===== config.mk =====
export PLATFORM = sky130hd
export DESIGN_NAME = e203_exu_longp_oitf_wbck
export DESIGN_NICKNAME = d
export VERILOG_FILES = /design/src/rtl/e203_exu_longp_oitf_wbck.sv
export SDC_FILE = /design/constraint.sdc
export NUM_CORES = 1
export LEC_CHECK = 0
export BUFFER_PORTS_ARGS = -buffer_cell sky130_fd_sc_hd__buf_2
export CAP_MARGIN = 30
export CORE_UTILIZATION = 37
export DETAILED_ROUTE_END_ITERATION = 12
export PLACE_DENSITY = 0.83
export SYNTH_ARGS = -nofsm -noshare
export SYNTH_HDL_FRONTEND = slang
export SYNTH_SLANG_ARGS = --single-unit

===== constraint.sdc =====
create_clock -name clk -period 2.8 [get_ports clk]
set_input_delay 0.42 -clock clk [delete_from_list [all_inputs] [get_ports clk]]
set_output_delay 0.42 -clock clk [all_outputs]
set_load 0.01 [all_outputs]

===== src/rtl/e203_exu_longp_oitf_wbck.sv =====
// Long-pipe write-back collector with an embedded outstanding-instruction
// tracking FIFO (OITF). Dispatch allocates one tag per long-pipe instruction.
// LSU and divider results are accepted only when their tag matches the FIFO
// head, so retirement is strictly in program order. An errored result goes to
// the commit/exception port instead of the regfile write-back port.
module e203_exu_longp_oitf_wbck #(
  parameter int DEPTH = 2,
  parameter int AW    = 1,
  parameter int XLEN  = 32,
  parameter int RFIDX = 5
) (
  input  logic             clk,
  input  logic             rst_n,
  // dispatch / allocation
  input  logic             disp_ena,
  input  logic             disp_rdwen,
  input  logic [RFIDX-1:0] disp_rdidx,
  output logic [AW-1:0]    disp_itag,
  output logic             oitf_full,
  output logic             oitf_empty,
  // LSU result
  input  logic             lsu_wbck_i_valid,
  output logic             lsu_wbck_i_ready,
  input  logic [XLEN-1:0]  lsu_wbck_i_wdat,
  input  logic [AW-1:0]    lsu_wbck_i_itag,
  input  logic             lsu_wbck_i_err,
  // divider result
  input  logic             div_wbck_i_valid,
  output logic             div_wbck_i_ready,
  input  logic [XLEN-1:0]  div_wbck_i_wdat,
  input  logic [AW-1:0]    div_wbck_i_itag,
  // regfile write-back arbiter
  output logic             longp_wbck_o_valid,
  input  logic             longp_wbck_o_ready,
  output logic [XLEN-1:0]  longp_wbck_o_wdat,
  output logic [RFIDX-1:0] longp_wbck_o_rdidx,
  output logic [4:0]       longp_wbck_o_flags,
  output logic             longp_wbck_o_rdfpu,
  // commit / exception
  output logic             longp_excp_o_valid,
  input  logic             longp_excp_o_ready,
  // retire pulse
  output logic             oitf_ret_ena
);

  localparam logic [AW:0] PTR_ONE = 1;

  // Pointers carry one extra wrap bit so full and empty are distinguishable.
  logic [AW:0]      wptr;
  logic [AW:0]      rptr;
  logic             rdwen_q [DEPTH];
  logic [RFIDX-1:0] rdidx_q [DEPTH];

  logic             push;
  logic             lsu_hit;
  logic             div_hit;
  logic             any_hit;
  logic             head_rdwen;
  logic [RFIDX-1:0] head_rdidx;
  logic             sel_err;
  logic [XLEN-1:0]  sel_wdat;
  logic             wbck_req;
  logic             excp_req;
  logic             accept;

  assign oitf_empty = (wptr == rptr);
  assign oitf_full  = (wptr[AW-1:0] == rptr[AW-1:0]) && (wptr[AW] != rptr[AW]);
  assign disp_itag  = wptr[AW-1:0];
  assign push       = disp_ena & ~oitf_full;

  assign head_rdwen = rdwen_q[rptr[AW-1:0]];
  assign head_rdidx = rdidx_q[rptr[AW-1:0]];

  // A source may only retire the entry at the head of the FIFO.
  assign lsu_hit = lsu_wbck_i_valid & ~oitf_empty & (lsu_wbck_i_itag == rptr[AW-1:0]);
  assign div_hit = div_wbck_i_valid & ~oitf_empty & (div_wbck_i_itag == rptr[AW-1:0]);

  // Select the retiring source (LSU first) and route it to regfile or exception.
  // NOTE: every signal written here gets a default first so no latch is inferred.
  always_comb begin
    any_hit  = lsu_hit | div_hit;
    sel_err  = 1'b0;
    sel_wdat = div_wbck_i_wdat;
    if (lsu_hit) begin
      sel_err  = lsu_wbck_i_err;
      sel_wdat = lsu_wbck_i_wdat;
    end
    wbck_req = any_hit & ~sel_err & head_rdwen;
    excp_req = any_hit & sel_err;
    if (!any_hit) begin
      accept = 1'b0;
    end else if (sel_err) begin
      accept = longp_excp_o_ready;
    end else if (head_rdwen) begin
      accept = longp_wbck_o_ready;
    end else begin
      accept = 1'b1;
    end
  end

  assign lsu_wbck_i_ready   = lsu_hit & accept;
  assign div_wbck_i_ready   = div_hit & ~lsu_hit & accept;
  assign oitf_ret_ena       = accept;
  assign longp_wbck_o_valid = wbck_req;
  assign longp_wbck_o_wdat  = sel_wdat;
  assign longp_wbck_o_rdidx = head_rdidx;
  assign longp_wbck_o_flags = 5'd0;
  assign longp_wbck_o_rdfpu = 1'b0;
  assign longp_excp_o_valid = excp_req;

  // Advance write pointer on allocation and read pointer on retirement.
  // NOTE: sequential state uses non-blocking assignments so all flops update together.
  always_ff @(posedge clk or negedge rst_n) begin
    if (!rst_n) begin
      wptr <= '0;
      rptr <= '0;
    end else begin
      if (push)   wptr <= wptr + PTR_ONE;
      if (accept) rptr <= rptr + PTR_ONE;
    end
  end

  // Capture destination info of each allocated instruction.
  // NOTE: the entry array is small, so it is reset to keep every flop at a known value.
  always_ff @(posedge clk or negedge rst_n) begin
    if (!rst_n) begin
      for (int i = 0; i < DEPTH; i++) begin
        rdwen_q[i] <= 1'b0;
        rdidx_q[i] <= '0;
      end
    end else if (push) begin
      rdwen_q[wptr[AW-1:0]] <= disp_rdwen;
      rdidx_q[wptr[AW-1:0]] <= disp_rdidx;
    end
  end

  // Both sources matching the head at once means a tag was issued twice.
  a_single_hit : assert property (@(posedge clk) disable iff (!rst_n) !(lsu_hit && div_hit));

endmodule


Word level (Yosys, flattened, before mapping)
Index checks and enable logic that the tools add are counted.
{"block": "word_totals", "reg_bits": 16, "inputBits": 80, "output_inout_bits": 51, "elab_cells": 53}
{"block": "classes", "add_sub_neg": 2, "order_cmp": 3, "eq_ne": 5, "n_mux": 17, "n_bitwise": 18, "reduce_logical": 2}
{"op": "$mux W32", "count": 1}
{"op": "$mux W5", "count": 4}
{"op": "$and A1 B1 Y1", "count": 11}
{"op": "$bwmux W10", "count": 1}
{"op": "$mux W1", "count": 8}
{"op": "$demux W5 S1", "count": 1}
{"op": "$add A2 B1 Y2 const B", "count": 2}
{"op": "$ge A2 B2 Y1 const B", "count": 2}
{"op": "$not A1 Y1", "count": 4}
{"op": "$not A1 Y2", "count": 2}
{"op": "$eq A1 B1 Y1", "count": 3}
{"op": "$bwmux W2", "count": 1}
{"op": "$eq A2 B2 Y1", "count": 1}
{"op": "$logic_and A1 B1 Y1", "count": 2}
{"op": "$lt A2 B1 Y1 const B", "count": 1}
{"op": "$demux W1 S1", "count": 1}
{"op": "$ne A1 B1 Y1", "count": 1}
{"op": "$or A1 B1 Y1", "count": 1}

Longest topological paths before layout
Gate-level depths: netlist of the first run.
{"block": "logic_depth", "word_depth": 8, "mapped_depth": 8, "mapped_depth_nobuf": 5}

Least setup slack after synthesis of the first run
No wires, ideal clock.
{"block": "synth_timing", "kind": "register to output", "startpoint": "register rptr[1]", "endpoint": "output longp_wbck_o_wdat[10]", "arrival_ns": 1.726, "required_time_ns": 2.380, "slack_ns": 0.654, "stages_incl_launch_ff": 7, "path_buffers": 2, "cell_sequence": "dfrtp_1 > xor2_2 > o211ai_1 > and2_1 > buf_4 > buf_6 > mux2_1"}
{"block": "synth_between", "elab_chain_cells": 5}
{"item": "start, declared", "line_no": "50", "source": "logic [AW:0] rptr;"}
{"item": "start signal, assigned", "line_no": "119", "source": "if (accept) rptr <= rptr + PTR_ONE;"}
{"item": "$eq A2 B2 Y1", "line_no": "66", "source": "assign oitf_empty = (wptr == rptr);"}
{"item": "$not A1 Y1", "line_no": "75", "source": "assign lsu_hit = lsu_wbck_i_valid & ~oitf_empty & (lsu_wbck_i_itag == rptr[AW-1:0]);"}
{"item": "$and A1 B1 Y1 (2 in a row)", "line_no": "75"}
{"item": "$mux W32", "line_no": "84", "source": "if (lsu_hit) begin"}
{"item": "end, declared", "line_no": "35", "source": "output logic [XLEN-1:0] longp_wbck_o_wdat,"}
Every way passes these cells.

Final worst setup path of the first run
{"block": "layout_timing", "startpoint": "register rptr[1]", "endpoint": "output longp_wbck_o_wdat[31]"}
Same word-level chain as after synthesis.

==> results of run 1 <==
==> power breakdown <==
part | switching [mW] | internal [mW] | total [mW]
clock | 0.0767 | 0.125 | 0.201
sequential | 0.101 | 0.352 | 0.453
combinational | 0.582 | 0.664 | 1.25
==> cell families after synthesis <==
group                  after synthesis  synth area share
multiplexers                        51             0.460
AND/OR/NAND/NOR                     19            0.0548
AO/OA/AOI/OAI                       16            0.0884
flip-flops                          16             0.283
buffers and inverters               15            0.0751
XOR/XNOR                             5            0.0363
other                                1           0.00265
==> synth_stat cells, drive strengths merged (2+ instances only) <==
library cell	count
mux2	49
dfrtp	16
buf	12
nor2	9
nand2	7
xor2	4
a21oi	3
inv	3
o211ai	3
a211oi	2
a311o	2
mux2i	2
==> flip-flops by register name, summed over array words and instances (netlist names) <==
register and cells:
rdwen_q 2, wptr 2, rdidx_q 10, rptr 2
==> layer usage <==
layer / GRT usage / share of wire
met1: 0.202 / 0.42
met2: 0.295 / 0.48
met3: 0.0321 / 0.089
met4: 0.0511 / 0.0082
met5: 0 / 0
==> stage by stage <==
step / setup slack (ns) / std cells
3_5_place_dp: 0.344 / 292
5_1_grt: 0.0626 / 296
6_report: 0.158 / 296
4_1_cts: 0.0567 / 296
3_3_place_gp: 0.377 / 292
2_1_floorplan: 0.654 / 128
==> placed cells by master, fill, tap and decap left out <==
| cell | instances |
|---|---|
| buf_2 | 124 |
| mux2_4 | 20 |
| mux2_2 | 18 |
| dfrtp_1 | 16 |
| mux2_1 | 11 |
| nor2_1 | 9 |
| nand2_1 | 7 |
| conb_1 | 6 |
| clkbuf_8 | 4 |
| xor2_1 | 3 |
| o211ai_1 | 3 |
| inv_1 | 3 |
| a21oi_1 | 3 |
| buf_4 | 3 |
| a211oi_1 | 2 |
| a311o_1 | 2 |
| xor2_2 | 1 |
| o2111ai_2 | 1 |
| and2_4 | 1 |
| xnor2_1 | 1 |
| mux2i_1 | 1 |
| or2_2 | 1 |
| o22ai_1 | 1 |
| o221ai_1 | 1 |
| mux2i_2 | 1 |
| o21a_1 | 1 |
| o21ai_0 | 1 |
| a41o_1 | 1 |
| nor3_1 | 1 |
| buf_12 | 1 |
==> area by class of cell <==
cell class,instances,area (um2),area share
sequential,16,400,0.189
multi-input combinational,97,930,0.439
clock buffer,4,55.1,0.0260
timing repair buffer,128,663,0.313
tap,48,60.1,0.0283
inverter,3,11.3,0.00531
==> worst min path at each step <==
stage | startpoint | slack, ns | endpoint | depth (start not counted)
3_5_place_dp | rst_n | 0.35 | rdidx_q[2]$_DFFE_PN0P_ | 1
5_1_grt | rst_n | 0.1 | rdidx_q[4]$_DFFE_PN0P_ | 1
4_1_cts | rst_n | 0.08 | rdidx_q[4]$_DFFE_PN0P_ | 1
3_3_place_gp | rst_n | 0.34 | rdidx_q[2]$_DFFE_PN0P_ | 1
2_1_floorplan | rst_n | 0.12 | rdidx_q[0]$_DFFE_PN0P_ | 0
6_report | rst_n | 0.07 | rdidx_q[2]$_DFFE_PN0P_ | 1
==> what timing repair did <==
| item | 4_1_cts | 5_1_grt |
|---|---|---|
| setup endpoints to repair | 0 | 6 |
| setup buffers | 0 | 0 |
| resized for setup | 0 | 1 |
==> impl_metrics.env, run 1 <==
export IMPL_outcome="finished, final reports clean"
export IMPL_cp_required_ns=2.38
export IMPL_drive_gt1_frac=0.706
export IMPL_ios=131
export IMPL_power_density_mw_per_mm2=897
export IMPL_slowest_delay_ns=0.45
export IMPL_gp_congestion=0.788
export IMPL_crit_slowest_cell="dfrtp_1"
export IMPL_criticalPathCategory="flop to primary output"
export IMPL_clock_sinks=16
export IMPL_nNetsFinal=329
export IMPL_die_x_um=63.8
export IMPL_crit_path_end_kind="primary output"
export IMPL_start_util=0.387
export IMPL_report_final_slew_viol_count=0
export IMPL_r2r_setup_slack_ns=0.57
export IMPL_synth_area_leaders="dfrtp_1 28%, mux2_4 21%, mux2_2 14%"
export IMPL_std_cell_rows=22
export IMPL_clockBufferDepth=2
export IMPL_syn_to_final_growth_pct=49.8
export IMPL_ys_types=30
export IMPL_antenna_cells=0
export IMPL_avgRoutedWirePerCell_um=12.3
export IMPL_startpoint="rptr[1]$_DFFE_PN0P_"
export IMPL_fin_area_mm2=0.00212
export IMPL_crit_chain="xor2_2 > o211ai_1 > and2_4 > buf_12 > mux2_1 > buf_2"
export IMPL_grt_ovfl_total=0
export IMPL_clock_latency_ns=0.25
export IMPL_tightest_slew_ns=0.706
export IMPL_worst_path_stages=6
export IMPL_routed_wl_um=3660
export IMPL_grt_max_degree=18
export IMPL_setup_worst_path_start_class="flop"
export IMPL_fin_crit_ns=2.64
export IMPL_postSynthCellCount=123
export IMPL_ys_async_sr_fraction=1.00
export IMPL_ys_seq_area_frac=0.283
export IMPL_synth_seq_cells=16
export IMPL_r2r_start="rptr[0]$_DFFE_PN0P_"
export IMPL_cp_endpoint="longp_wbck_o_wdat[31]"
export IMPL_clkSlewWorstSetupHoldPaths_ns=0.06
export IMPL_vias_per_cell=4.67
export IMPL_worst_ep_arrival_time_ns=2.22
export IMPL_whs_ns=0.0696
export IMPL_syn_avg_cell_area_um2=11.5
export IMPL_hold_violations=0
export IMPL_dieArea_mm2=0.00408
export IMPL_finish_utilization=0.579
export IMPL_numCtsBuffers=3
export IMPL_holdBufCountCts=0
export IMPL_vdd_drop_max_mv=0.594
export IMPL_dpl_hpwl_um=3110
export IMPL_antenna_found_initial=0
export IMPL_fin_worst_skew_ns=0.000695
export IMPL_synth_edf_count=0
export IMPL_rsz0062_at_grt="false"
export IMPL_die_y_um=63.8
export IMPL_cp_top_family="flip-flops"
export IMPL_fp_coreArea_mm2=0.00366
export IMPL_grt_pass1_vias=1267
export IMPL_worstPathMaxFanout=17
export IMPL_dpl_cell_area_mm2=0.00206
export IMPL_finalSetupViolCount=0
export IMPL_synth_top_area_frac=0.283
export IMPL_p_leak_nw=1.18
export IMPL_min_path_type="input port to asynchronous set/reset pin"
export IMPL_path_buf_inv=2
export IMPL_maxCapViolCount=0
export IMPL_r2r_cells=5
export IMPL_n_fill_cell=348
export IMPL_synth_flop_cell="dfrtp_1"
export IMPL_port_buffers=124
export IMPL_regToRegEndpoint="rptr[1]$_DFFE_PN0P_"
export IMPL_yosysWarnings=0
export IMPL_relSlewSlack=0.529
export IMPL_fin_tns_setup_ns=0
export IMPL_fmax_mhz=379
export IMPL_cts_root_buf="clkbuf_8"
export IMPL_total_power_mw=1.90
export IMPL_drc=0
export IMPL_vias=1383
export IMPL_synth_area_leader_cell="dfrtp_1"
export IMPL_cts_tree="built"
export IMPL_antenna_left=0
export IMPL_drt_iter0_drc=33
export IMPL_track_usage=0.167
export IMPL_h_tree_depth=1
export IMPL_grt_first_pass_wirelength_um=5450
export IMPL_period_share=0.944
export IMPL_netlist_area_mm2=0.00142
export IMPL_first_pass_iters=4
Note: power is estimated with default switching activity, not from simulation.
==> run 2: changes to the inputs <==
Settings changed: REMOVE_ABC_BUFFERS set to 1.
==> run 2 against run 1 <==
  * Clock-buffer cell count shrank 1
  * Non-clock buffer count shrank 1
  * Critical endpoint is now longp_wbck_o_wdat[10]
  * Sequential power grew 1%
  * Cell area shrank 1.1%
  * Core utilization shrank 0.62 points
  * Via count grew 2.4%
  * Sequential share of layout area grew 0.20 points
  * First-iteration DRC count grew 9.1%
  * Global-route usage grew 2.2 points
  * Largest cell class unchanged
  * Maximum frequency grew 1.5%
  * Register-to-register slack lost 0.02 ns
  * Clock power shrank 17%
==> impl_metrics.env, run 2 (same netlist as run 1, synthesis figures left out) <==
export IMPL_worstPathMaxFanout=28
export IMPL_layout_commonest_cell="buf_2"
export IMPL_min_path_type="input port to asynchronous set/reset pin"
export IMPL_cts_root_buf="clkbuf_8"
export IMPL_numCtsBuffers=3
export IMPL_fin_tns_setup_ns=0
export IMPL_holdBufCountCts=0
export IMPL_port_buffers=124
export IMPL_grt_max_degree=29
export IMPL_relSlewSlack=0.535
export IMPL_dpl_cell_area_mm2=0.00206
export IMPL_pre_cts_ws_ns=0.457
export IMPL_routed_wl_um=4020
export IMPL_start_util=0.387
export IMPL_cp_required_ns=2.38
export IMPL_first_pass_iters=5
export IMPL_fin_crit_ns=2.60
export IMPL_setup_worst_path_start_class="flop"
export IMPL_worst_ep_arrival_time_ns=2.18
export IMPL_outcome="finished, final reports clean"
export IMPL_p_leak_nw=1.16
export IMPL_r2r_start="rptr[0]$_DFFE_PN0P_"
export IMPL_startpoint="rptr[1]$_DFFE_PN0P_"
export IMPL_whs_ns=0.0731
export IMPL_fin_worst_skew_ns=0.00234
export IMPL_vdd_drop_max_mv=0.552
export IMPL_clkSlewWorstSetupHoldPaths_ns=0.06
export IMPL_die_y_um=63.8
export IMPL_h_tree_depth=1
export IMPL_dieArea_mm2=0.00408
export IMPL_clock_latency_ns=0.25
export IMPL_antenna_found_initial=0
export IMPL_grt_pass1_vias=1336
export IMPL_ios=131
export IMPL_hold_violations=0
export IMPL_report_final_slew_viol_count=0
export IMPL_clock_sinks=16
export IMPL_drt_iter0_drc=36
export IMPL_largest_reg_flops=10
export IMPL_clockBufferDepth=2
export IMPL_cts_tree="built"
export IMPL_gp_congestion=0.801
export IMPL_vias=1416
export IMPL_syn_to_final_growth_pct=48.2
export IMPL_rsz0062_at_grt="false"
export IMPL_std_cell_rows=22
export IMPL_setup_ws_ns=0.198
export IMPL_top_register="rdidx_q"
export IMPL_finalSetupViolCount=0
export IMPL_drc=0
export IMPL_post_cts_buffers=0
export IMPL_fmax_mhz=384
export IMPL_track_usage=0.188
export IMPL_nNetsFinal=328
export IMPL_r2r_cells=5
export IMPL_die_x_um=63.8
export IMPL_antenna_cells=0
export IMPL_fin_area_mm2=0.00210
export IMPL_tightest_slew_ns=0.697
export IMPL_period_share=0.929
export IMPL_power_density_mw_per_mm2=887
export IMPL_dpl_hpwl_um=3380
export IMPL_drive_gt1_frac=0.703
export IMPL_mostFrequentLayoutCells="124 x buf_2, 20 x mux2_4, 18 x mux2_2, 16 x dfrtp_1, 11 x mux2_1"
export IMPL_grt_first_pass_wirelength_um=5980
export IMPL_criticalPathCategory="flop to primary output"
export IMPL_vias_per_cell=4.82
export IMPL_fp_coreArea_mm2=0.00366
export IMPL_cts_resized=0
export IMPL_maxCapViolCount=0
export IMPL_avgRoutedWirePerCell_um=13.7
export IMPL_grt_ovfl_total=0
export IMPL_crit_path_end_kind="primary output"
export IMPL_antenna_left=0
export IMPL_n_fill_cell=325
run 2: changes by cell type in the layout (fill, tap and decap cells not counted), sizes merged:
cell    change
buf         -1
clkbuf      -1
run 2: cell type report:
class,count,area (um2),area share
Multi-Input combinational cell,97,928,0.443
Timing Repair Buffer,127,656,0.313
Sequential cell,16,400,0.191
Tap cell,48,60.1,0.0286
Clock buffer,3,41.3,0.0197
Inverter,3,11.3,0.00537
run 2: critical path, cell delays in order, from the launching register on:
cell and delay, ns:
dfrtp_1 0.45, xor2_2 0.23, o211ai_1 0.29, and2_2 0.24, buf_12 0.21, mux2_1 0.35, buf_2 0.14
run 2: metrics by stage:
step           power (mW)   util  std cells
2_1_floorplan        1.28      -        116
3_3_place_gp         1.67  0.562        291
3_5_place_dp         1.70  0.562        291
4_1_cts              1.88  0.573        294
5_1_grt              1.98  0.573        294
6_report             1.86  0.573        294
run 2: path summary, 6_finish.rpt:
check,end,slack [ns]
setup / recovery,longp_wbck_o_wdat[10],0.20
hold reg to reg,rdidx_q[4]$_DFFE_PN0P_,0.50
setup reg to reg,rptr[1]$_DFFE_PN0P_,0.55
hold / removal,rdidx_q[3]$_DFFE_PN0P_,0.07
min in group clk,wptr[0]$_DFFE_PN0N_,0.42
max in group asynchronous,wptr[1]$_DFFE_PN0N_,2.47
run 2: where the power goes:
part | switching [mW] | leakage (nW) | internal [mW] | total (mW)
clock | 0.0712 | 0.0216 | 0.0952 | 0.166
combinational | 0.579 | 0.954 | 0.655 | 1.23
sequential | 0.107 | 0.187 | 0.352 | 0.458
run 2: layer usage:
metal,up-vias,part of all wire,global-route usage
li1,680,-,-
met1,654,0.37,0.204
met2,75,0.54,0.370
met3,7,0.072,0.0250
met4,0,0.015,0.0597
met5,-,0,0
